[src/rtl/counter_updn_mod.sv]
// counter_updn_mod: parametrised up/down modulo counter.
//   WIDTH-bit count with run-time direction, parallel load (clamped to MAX_VAL),
//   wrap or saturate at the boundaries, a terminal-count strike and sticky
//   overflow/underflow flags.
//
// Parameters
//   WIDTH    counter width in bits (>= 2)
//   MAX_VAL  terminal (top) count, 1 .. 2**WIDTH-1
//   WRAP     1: wrap at boundaries, 0: saturate at boundaries
//
// Ports
//   clk       in   rising-edge clock
//   rst       in   synchronous reset, active-high, dominates everything
//   en        in   count enable, one step per cycle
//   dir       in   1 = up, 0 = down (sampled with en)
//   load      in   parallel load strobe (beats en)
//   load_val  in   value to load, clamped to MAX_VAL
//   flag_clr  in   clears ovf/udf; a coincident boundary event wins
//   cnt       out  current count, registered
//   tc        out  terminal-count strike, combinational
//   ovf       out  sticky: up-step taken at MAX_VAL
//   udf       out  sticky: down-step taken at 0
//
// Optional build macro CNT_UPDN_ASSERTS_EN compiles in an embedded SVA checker
// with a matching cover per assertion. Behaviour is identical either way.

module counter_updn_mod #(
  parameter int unsigned WIDTH   = 8,
  parameter int unsigned MAX_VAL = (2 ** WIDTH) - 1,
  parameter int unsigned WRAP    = 1
) (
  input  logic             clk,
  input  logic             rst,
  input  logic             en,
  input  logic             dir,
  input  logic             load,
  input  logic [WIDTH-1:0] load_val,
  input  logic             flag_clr,
  output logic [WIDTH-1:0] cnt,
  output logic             tc,
  output logic             ovf,
  output logic             udf
);

  // Largest value representable in WIDTH bits, computed wide to avoid overflow.
  localparam longint unsigned CNT_TOP = (64'd1 << WIDTH) - 64'd1;
  localparam logic [WIDTH-1:0] MAX_V  = WIDTH'(MAX_VAL);
  localparam logic [WIDTH-1:0] ZERO_V = '0;
  localparam bit               WRAP_B = (WRAP != 0);

  // Elaboration-time parameter checks.
  if (WIDTH < 2) begin : g_bad_width
    $error("counter_updn_mod: WIDTH must be >= 2");
  end
  if (MAX_VAL == 0) begin : g_bad_max_zero
    $error("counter_updn_mod: MAX_VAL must be >= 1");
  end
  if (64'(MAX_VAL) > CNT_TOP) begin : g_bad_max_range
    $error("counter_updn_mod: MAX_VAL exceeds 2**WIDTH-1");
  end

  logic             at_max;
  logic             at_zero;
  logic             step_ok;
  logic             up_evt;
  logic             dn_evt;
  logic [WIDTH-1:0] load_clamped;
  logic [WIDTH-1:0] cnt_nxt;
  logic             ovf_nxt;
  logic             udf_nxt;

  // Boundary detection; load masks any step, so it also masks boundary events.
  always_comb begin
    at_max  = (cnt == MAX_V);
    at_zero = (cnt == ZERO_V);
    step_ok = en & ~load;
    up_evt  = step_ok &  dir & at_max;
    dn_evt  = step_ok & ~dir & at_zero;
  end

  // Terminal-count strike is forced low while reset is asserted.
  assign tc = ~rst & (up_evt | dn_evt);

  // Next-count selection: load > step > hold.
  always_comb begin
    load_clamped = (load_val > MAX_V) ? MAX_V : load_val;
    cnt_nxt      = cnt;
    if (load) begin
      cnt_nxt = load_clamped;
    end else if (en) begin
      if (dir) begin
        if (at_max) begin
          cnt_nxt = WRAP_B ? ZERO_V : MAX_V;
        end else begin
          cnt_nxt = cnt + WIDTH'(1);
        end
      end else begin
        if (at_zero) begin
          cnt_nxt = WRAP_B ? MAX_V : ZERO_V;
        end else begin
          cnt_nxt = cnt - WIDTH'(1);
        end
      end
    end
  end

  // Sticky flags: a boundary event in the same cycle beats flag_clr.
  always_comb begin
    ovf_nxt = (ovf & ~flag_clr) | up_evt;
    udf_nxt = (udf & ~flag_clr) | dn_evt;
  end

  // State registers with synchronous reset.
  always_ff @(posedge clk) begin
    if (rst) begin
      cnt <= '0;
      ovf <= 1'b0;
      udf <= 1'b0;
    end else begin
      cnt <= cnt_nxt;
      ovf <= ovf_nxt;
      udf <= udf_nxt;
    end
  end

`ifdef CNT_UPDN_ASSERTS_EN
  // Embedded checker: each property is asserted and covered.
  property p_step_up;
    @(posedge clk) disable iff (rst)
      (en && !load && dir && (cnt < MAX_V)) |=> (cnt == $past(cnt) + WIDTH'(1));
  endproperty

  property p_step_dn;
    @(posedge clk) disable iff (rst)
      (en && !load && !dir && (cnt > ZERO_V)) |=> (cnt == $past(cnt) - WIDTH'(1));
  endproperty

  property p_hold;
    @(posedge clk) disable iff (rst)
      (!en && !load) |=> $stable(cnt);
  endproperty

  property p_range;
    @(posedge clk) disable iff (rst)
      (cnt <= MAX_V);
  endproperty

  property p_known;
    @(posedge clk) disable iff (rst)
      !$isunknown(cnt);
  endproperty

  property p_wrap_up;
    @(posedge clk) disable iff (rst)
      (en && !load && dir && (cnt == MAX_V)) |=> (cnt == (WRAP_B ? ZERO_V : MAX_V));
  endproperty

  property p_wrap_dn;
    @(posedge clk) disable iff (rst)
      (en && !load && !dir && (cnt == ZERO_V)) |=> (cnt == (WRAP_B ? MAX_V : ZERO_V));
  endproperty

  property p_sticky_ovf;
    @(posedge clk) disable iff (rst)
      (ovf && !flag_clr) |=> ovf;
  endproperty

  property p_sticky_udf;
    @(posedge clk) disable iff (rst)
      (udf && !flag_clr) |=> udf;
  endproperty

  a_step_up: assert property (p_step_up)
    else $display("assertion step_up failed at %0t", $time);
  a_step_dn: assert property (p_step_dn)
    else $display("assertion step_dn failed at %0t", $time);
  a_hold: assert property (p_hold)
    else $display("assertion hold failed at %0t", $time);
  a_range: assert property (p_range)
    else $display("assertion range failed at %0t", $time);
  a_known: assert property (p_known)
    else $display("assertion known failed at %0t", $time);
  a_wrap_up: assert property (p_wrap_up)
    else $display("assertion wrap_up failed at %0t", $time);
  a_wrap_dn: assert property (p_wrap_dn)
    else $display("assertion wrap_dn failed at %0t", $time);
  a_sticky_ovf: assert property (p_sticky_ovf)
    else $display("assertion sticky_ovf failed at %0t", $time);
  a_sticky_udf: assert property (p_sticky_udf)
    else $display("assertion sticky_udf failed at %0t", $time);

  c_step_up:    cover property (p_step_up);
  c_step_dn:    cover property (p_step_dn);
  c_hold:       cover property (p_hold);
  c_range:      cover property (p_range);
  c_known:      cover property (p_known);
  c_wrap_up:    cover property (p_wrap_up);
  c_wrap_dn:    cover property (p_wrap_dn);
  c_sticky_ovf: cover property (p_sticky_ovf);
  c_sticky_udf: cover property (p_sticky_udf);
`endif

endmodule

[config.mk]
export PLATFORM = sky130hd
export DESIGN_NAME = counter_updn_mod
export DESIGN_NICKNAME = d
export VERILOG_FILES = /design/src/rtl/counter_updn_mod.sv
export SDC_FILE = /design/constraint.sdc
export NUM_CORES = 1
export LEC_CHECK = 0
export ABC_CLOCK_PERIOD_IN_PS = 6800
export CAP_MARGIN = 15
export CELL_PAD_IN_SITES_DETAIL_PLACEMENT = 0
export CELL_PAD_IN_SITES_GLOBAL_PLACEMENT = 1
export CORE_ASPECT_RATIO = 1.2
export CORE_MARGIN = 1
export CORE_UTILIZATION = 35
export CTS_CLUSTER_DIAMETER = 80
export DETAILED_ROUTE_END_ITERATION = 7
export PLACE_DENSITY = 0.83
export SYNTH_ARGS = -nofsm -noshare
export SYNTH_HDL_FRONTEND = slang
export SYNTH_SLANG_ARGS = --single-unit
[constraint.sdc]
create_clock -name clk -period 6.8 [get_ports clk]
set_input_delay 2.04 -clock clk [delete_from_list [all_inputs] [get_ports clk]]
set_output_delay 2.04 -clock clk [all_outputs]
set_load 0.03 [all_outputs]
-- After elaboration in Yosys (flattened, before gate mapping)
Index checks and enable logic that the tools add are counted.
W data, S select, Z words.
- flip-flop bits (word level): 10
- mux-type cells: 6
- bitwise logic cells: 15
- equality and inequality tests: 1
- reductions and logical operators: 2
- $add $sub $neg: 2
- $lt $le $gt $ge: 1
- operator list (kind ; count):
    $mux W8 ; 6
    $add A8 B1 Y8 const B ; 1
    $and A1 B1 Y1 ; 8
    $eq A8 B8 Y1 const B ; 1
    $gt A8 B8 Y1 const B ; 1
    $logic_not A8 Y1 ; 1
    $sub A8 B1 Y8 const B ; 1
    $not A1 Y1 ; 4
    $or A1 B1 Y1 ; 3
    $reduce_bool A2 Y1 ; 1

-- Depth between registers and ports, before layout
Gate-level depths: netlist of run 1.
- word-level depth: 6
- depth in mapped cells: 7
- gate-level depth less buffers: 7

-- Worst setup path after synthesis of run 1
No wires, ideal clock.
- kind: input-to-output
- start: input dir
- end: output tc
- buffers on the path: 1
- required time: 4760 ps
- arrival time: 3544 ps
- stages: 5
- path slack: 1216 ps
- path through: clkbuf_1 -> inv_1 -> nor3_1 -> nor2_1 -> nor3b_1
- longest elaborated chain between the ends: 5
- elaborated cells between the ends (all ways): 7
- ends and longest elaborated chain (what ; line ; text):
    start, declared ; 35 ; input logic dir,
    $not A1 Y1 ; 78 ; dn_evt = step_ok & ~dir & at_zero;
    $and A1 B1 Y1 (2 in series) ; 78 ;
    $or A1 B1 Y1 * ; 82 ; assign tc = ~rst & (up_evt | dn_evt);
    $and A1 B1 Y1 * ; 82 ;
    end, declared ; 40 ; output logic tc,
Every way passes the cells marked *; elsewhere a longest branch is shown, timed or not.

-- Worst setup path after layout of run 1
Ends and elaborated chain as after synthesis.

==> Implementation_results.wiki, run 1 <==
{| class="wikitable"
! Metric !! Value
|-
| Fraction of the yosys area taken by sequential cells || 0.2343
|-
| Clock root buffer || sky130_fd_sc_hd__clkbuf_4
|-
| Cell accounting for the most synthesized area || sky130_fd_sc_hd__dfxtp_1
|-
| Number of synthesized flops with an enable pin || 0
|-
| Final total negative setup slack || 0 ns
|-
| Power density relative to cell area || 172.4 mW/mm^2
|-
| Time the worst path needs with I/O delays and setup || 6.255 ns
|-
| Via count of the first global-routing pass || 905
|-
| Floorplan row count || 19
|-
| Critical-path maximum fanout || 8
|-
| Die X || 47.11 um
|-
| Die area || 0.002644 mm^2
|-
| Yosys reg bits || 10
|-
| Avg Cell Area, Syn || 7.367 um^2
|-
| Sequential share of power || 0.361
|-
| LEAKAGE || 0.4164 nW
|-
| WP data arrival || 4.21 ns
|-
| Routed length per instance || 14.02 um
|-
| Signed area change from the synthesized netlist to the final layout || 35.14%
|-
| Switching share of total power || 0.3553
|-
| Hold Vio Cnt, Final || 0
|-
| Routed WL || 2398 um
|-
| Post-CTS setup buffer count || 0
|-
| Post-CTS clock slew at the launch and capture registers of the worst setup and hold paths || 0.08 ns
|-
| Part of the power in combinational logic || 0.344
|-
| Endpoint kind of the worst setup timing path || output port
|-
| Post-route ant nets || 0
|-
| Unrepaired setup endpoints after global routing || no
|-
| Maximum number of pins on one net before global-route repair || 23
|-
| CTS H-tree depth || 1
|-
| Number of antenna violations at the first check in global routing || 0
|-
| Met2 layer usage reported by global route || 0.3294
|-
| Data required time of the critical path || 4.76 ns
|-
| Total clock buffers created by CTS || 3
|-
| Quantity of hold-fixing buffers added after cts || 0
|-
| Buffers added on ports || 24
|-
| Gpl congestion || 0.8442
|-
| Post-detail-place hpwl || 1736 um
|-
| Worst Tran Pin Value || 0.5843 ns
|-
| Post-detailed-route DRC marker count || 0
|-
| Total via count in the routed design || 944
|-
| Fraction of synthesized cell area taken by the top area cell type || 0.2343
|-
| Type of the tightest min-delay check || reg -> reg
|-
| Share of the clock period used by the worst path after layout || 0.9198
|-
| Net switching power || 0.00007073 W
|-
| Via density per instance || 5.520
|-
| Total track usage || 0.2084
|-
| Placed cell count || 167
|-
| Async set-reset flop share out of synthesis || 0
|-
| Clock latency of the later-clocked register in the worst-skew pair || 0.28 ns
|-
| Placement-stage cell area || 0.001119 mm^2
|-
| Grt total ovfl || 0
|-
| Final setup violating endpoints || 0
|-
| Top_reg_cell synth || sky130_fd_sc_hd__dfxtp_1
|-
| Detailed Routing Iterations Pass 1 || 4
|-
| Highest Clock Rate || 159.9 MHz
|-
| Status || finished, final reports clean
|-
| Boundary pin count || 25
|-
| Worst-case clock buffer depth || 2
|-
| Gr busiest metal || met2
|-
| Cell Count, Final, Fillers Out || 171
|-
| CTS tree || yes
|-
| Synthesis Warnings || 0
|-
| Met3 Use GR || 0.03247
|-
| Leading post-synthesis cells by cell area || sky130_fd_sc_hd__dfxtp_1, sky130_fd_sc_hd__a21oi_1, sky130_fd_sc_hd__nor2_1, sky130_fd_sc_hd__nor3_1, sky130_fd_sc_hd__ha_1
|-
| Number of diodes added for antenna fixing || 0
|-
| Startpoint class of the critical path || input port
|-
| Layout cells sized above 1 || 0.1000
|-
| Share of power burned in the clock network || 0.296
|-
| IR Drop Worst-Case VDD || 0.1003 mV
|-
| Number of nets produced by synthesis || 133
|-
| Initial DRC Count || 20
|-
| Synthesized area || 854.6 um^2
|-
| Initial cell density of the core || 0.3706
|-
| MaxCap Viol Count || 0
|-
| Hold Slack || 0.6099 ns
|-
| Die span in y || 56.13 um
|-
| Placeable core region || 0.002306 mm^2
|-
| Synth cell types || 39
|-
| Count of mapped cells out of synthesis || 116
|-
| Net total in the final layout || 158
|-
| Cells resized by post-CTS repair || 0
|-
| Wire length of the first global-routing pass || 4008 um
|-
| Pint || 0.0001283 W
|-
| Finished layout cell area || 0.001155 mm^2
|-
| WS Path Type || in -> out
|-
| Final max-slew violation count || 0
|-
| Clock sink count || 10
|-
| Worst-case clock skew || 0.004671 ns
|-
| Global-route track usage on met1 || 0.2754
|-
| Max-slew headroom at the worst pin || 0.6075
|}
metal layers:
metal	up-vias	wire (um)
met5	-	0
met4	0	29
met3	4	118
met2	26	1140
met1	437	1110
li1	477	-
worst max-delay path, stage by stage:
cell and delay, ns:
sky130_fd_sc_hd__clkdlybuf4s50_1 0.54, sky130_fd_sc_hd__or4_4 0.53, sky130_fd_sc_hd__nor2_8 0.17, sky130_fd_sc_hd__nor2_1 0.05, sky130_fd_sc_hd__nor3b_1 0.18, sky130_fd_sc_hd__clkdlybuf4s50_1 0.70
layout make-up:
| cell class | count | area, um^2 |
|---|---|---|
| Multi-Input combinational cell | 90 | 579.3 |
| Sequential cell | 10 | 200.2 |
| Fill cell | 251 | 1151 |
| Clock buffer | 4 | 36.28 |
| Tap cell | 31 | 38.79 |
| Timing Repair Buffer | 28 | 270.3 |
| Inverter | 8 | 30.03 |
cells in the final DEF (no fill, tap or decap), types with 3 or more instances in the layout:
cell type | netlist | routed
sky130_fd_sc_hd__a211oi_1 | 3 | 3
sky130_fd_sc_hd__a21oi_1 | 17 | 17
sky130_fd_sc_hd__buf_4 | 0 | 4
sky130_fd_sc_hd__clkbuf_4 | 0 | 3
sky130_fd_sc_hd__clkdlybuf4s50_1 | 0 | 24
sky130_fd_sc_hd__dfxtp_1 | 10 | 10
sky130_fd_sc_hd__ha_1 | 3 | 3
sky130_fd_sc_hd__inv_1 | 8 | 8
sky130_fd_sc_hd__nand2_1 | 3 | 3
sky130_fd_sc_hd__nand3_1 | 5 | 5
sky130_fd_sc_hd__nor2_1 | 13 | 13
sky130_fd_sc_hd__nor2b_1 | 3 | 3
sky130_fd_sc_hd__nor3_1 | 9 | 9
sky130_fd_sc_hd__o21ai_0 | 4 | 4
registers in the layout, summed over array words and instances, names as in the netlist:
register,cells
ovf,1
cnt,8
udf,1
cell families (layout without fill, tap and decap cells):
| kind of cell | Yosys count | in the layout | synth area share |
|---|---|---|---|
| AOI/OAI and AO/OA | 38 | 38 | 0.2826 |
| xor gates and xnor gates | 1 | 1 | 0.01025 |
| adders and majority gates | 3 | 3 | 0.04393 |
| buffers and inverters | 16 | 40 | 0.08785 |
| DFF | 10 | 10 | 0.2343 |
| muxes | 3 | 3 | 0.03807 |
| and+or+nand+nor | 45 | 45 | 0.3031 |
power by group through the flow:
stage          registers (W)  logic [W]  clock network, W
2_1_floorplan      0.0000763  0.0000409                 0
3_3_place_gp       0.0000729  0.0000680                 0
3_5_place_dp       0.0000729  0.0000684                 0
4_1_cts            0.0000716  0.0000687         0.0000590
5_1_grt            0.0000729  0.0000750         0.0000639
6_report           0.0000718  0.0000684         0.0000588
synthesized netlist by cell type (all sizes together) (2+ instances only):
library cell,instances
a211oi,3
ha,3
nand3,5
a21oi,18
mux2,2
o21ai,4
o22ai,2
dfxtp,10
nor3,9
inv,8
nor4b,2
nor2,14
o32ai,2
buf,4
clkbuf,4
nand2,3
nor3b,2
nor2b,3
through the flow:
stage,total power (W),utilization,worst slack [ns]
floorplan,0.0001172,-,1.216
global placement,0.0001409,0.4851,0.5505
detailed placement,0.0001413,0.4851,0.5351
CTS,0.0001993,0.5008,0.5313
global route,0.0002118,0.5008,0.4242
finish,0.0001991,0.5008,0.5452
path summary, 6_finish.rpt:
| check | start | endpoint | slack [ns] | cells past startpoint |
|---|---|---|---|---|
| hold / removal | udf | udf | 0.61 | 3 |
| setup / recovery | dir | tc | 0.55 | 6 |
| hold reg to reg | udf | udf | 0.61 | 3 |
| setup reg to reg | cnt[0] | cnt[2] | 4.77 | 7 |
(Power assumes the default switching activity.)
==> run 2, diff against run 1 <==
CTS_CLUSTER_SIZE = 20   (was unset)
==> results of run 2 <==
No change in the layout: final DEF, timing and power equal those of run 1.
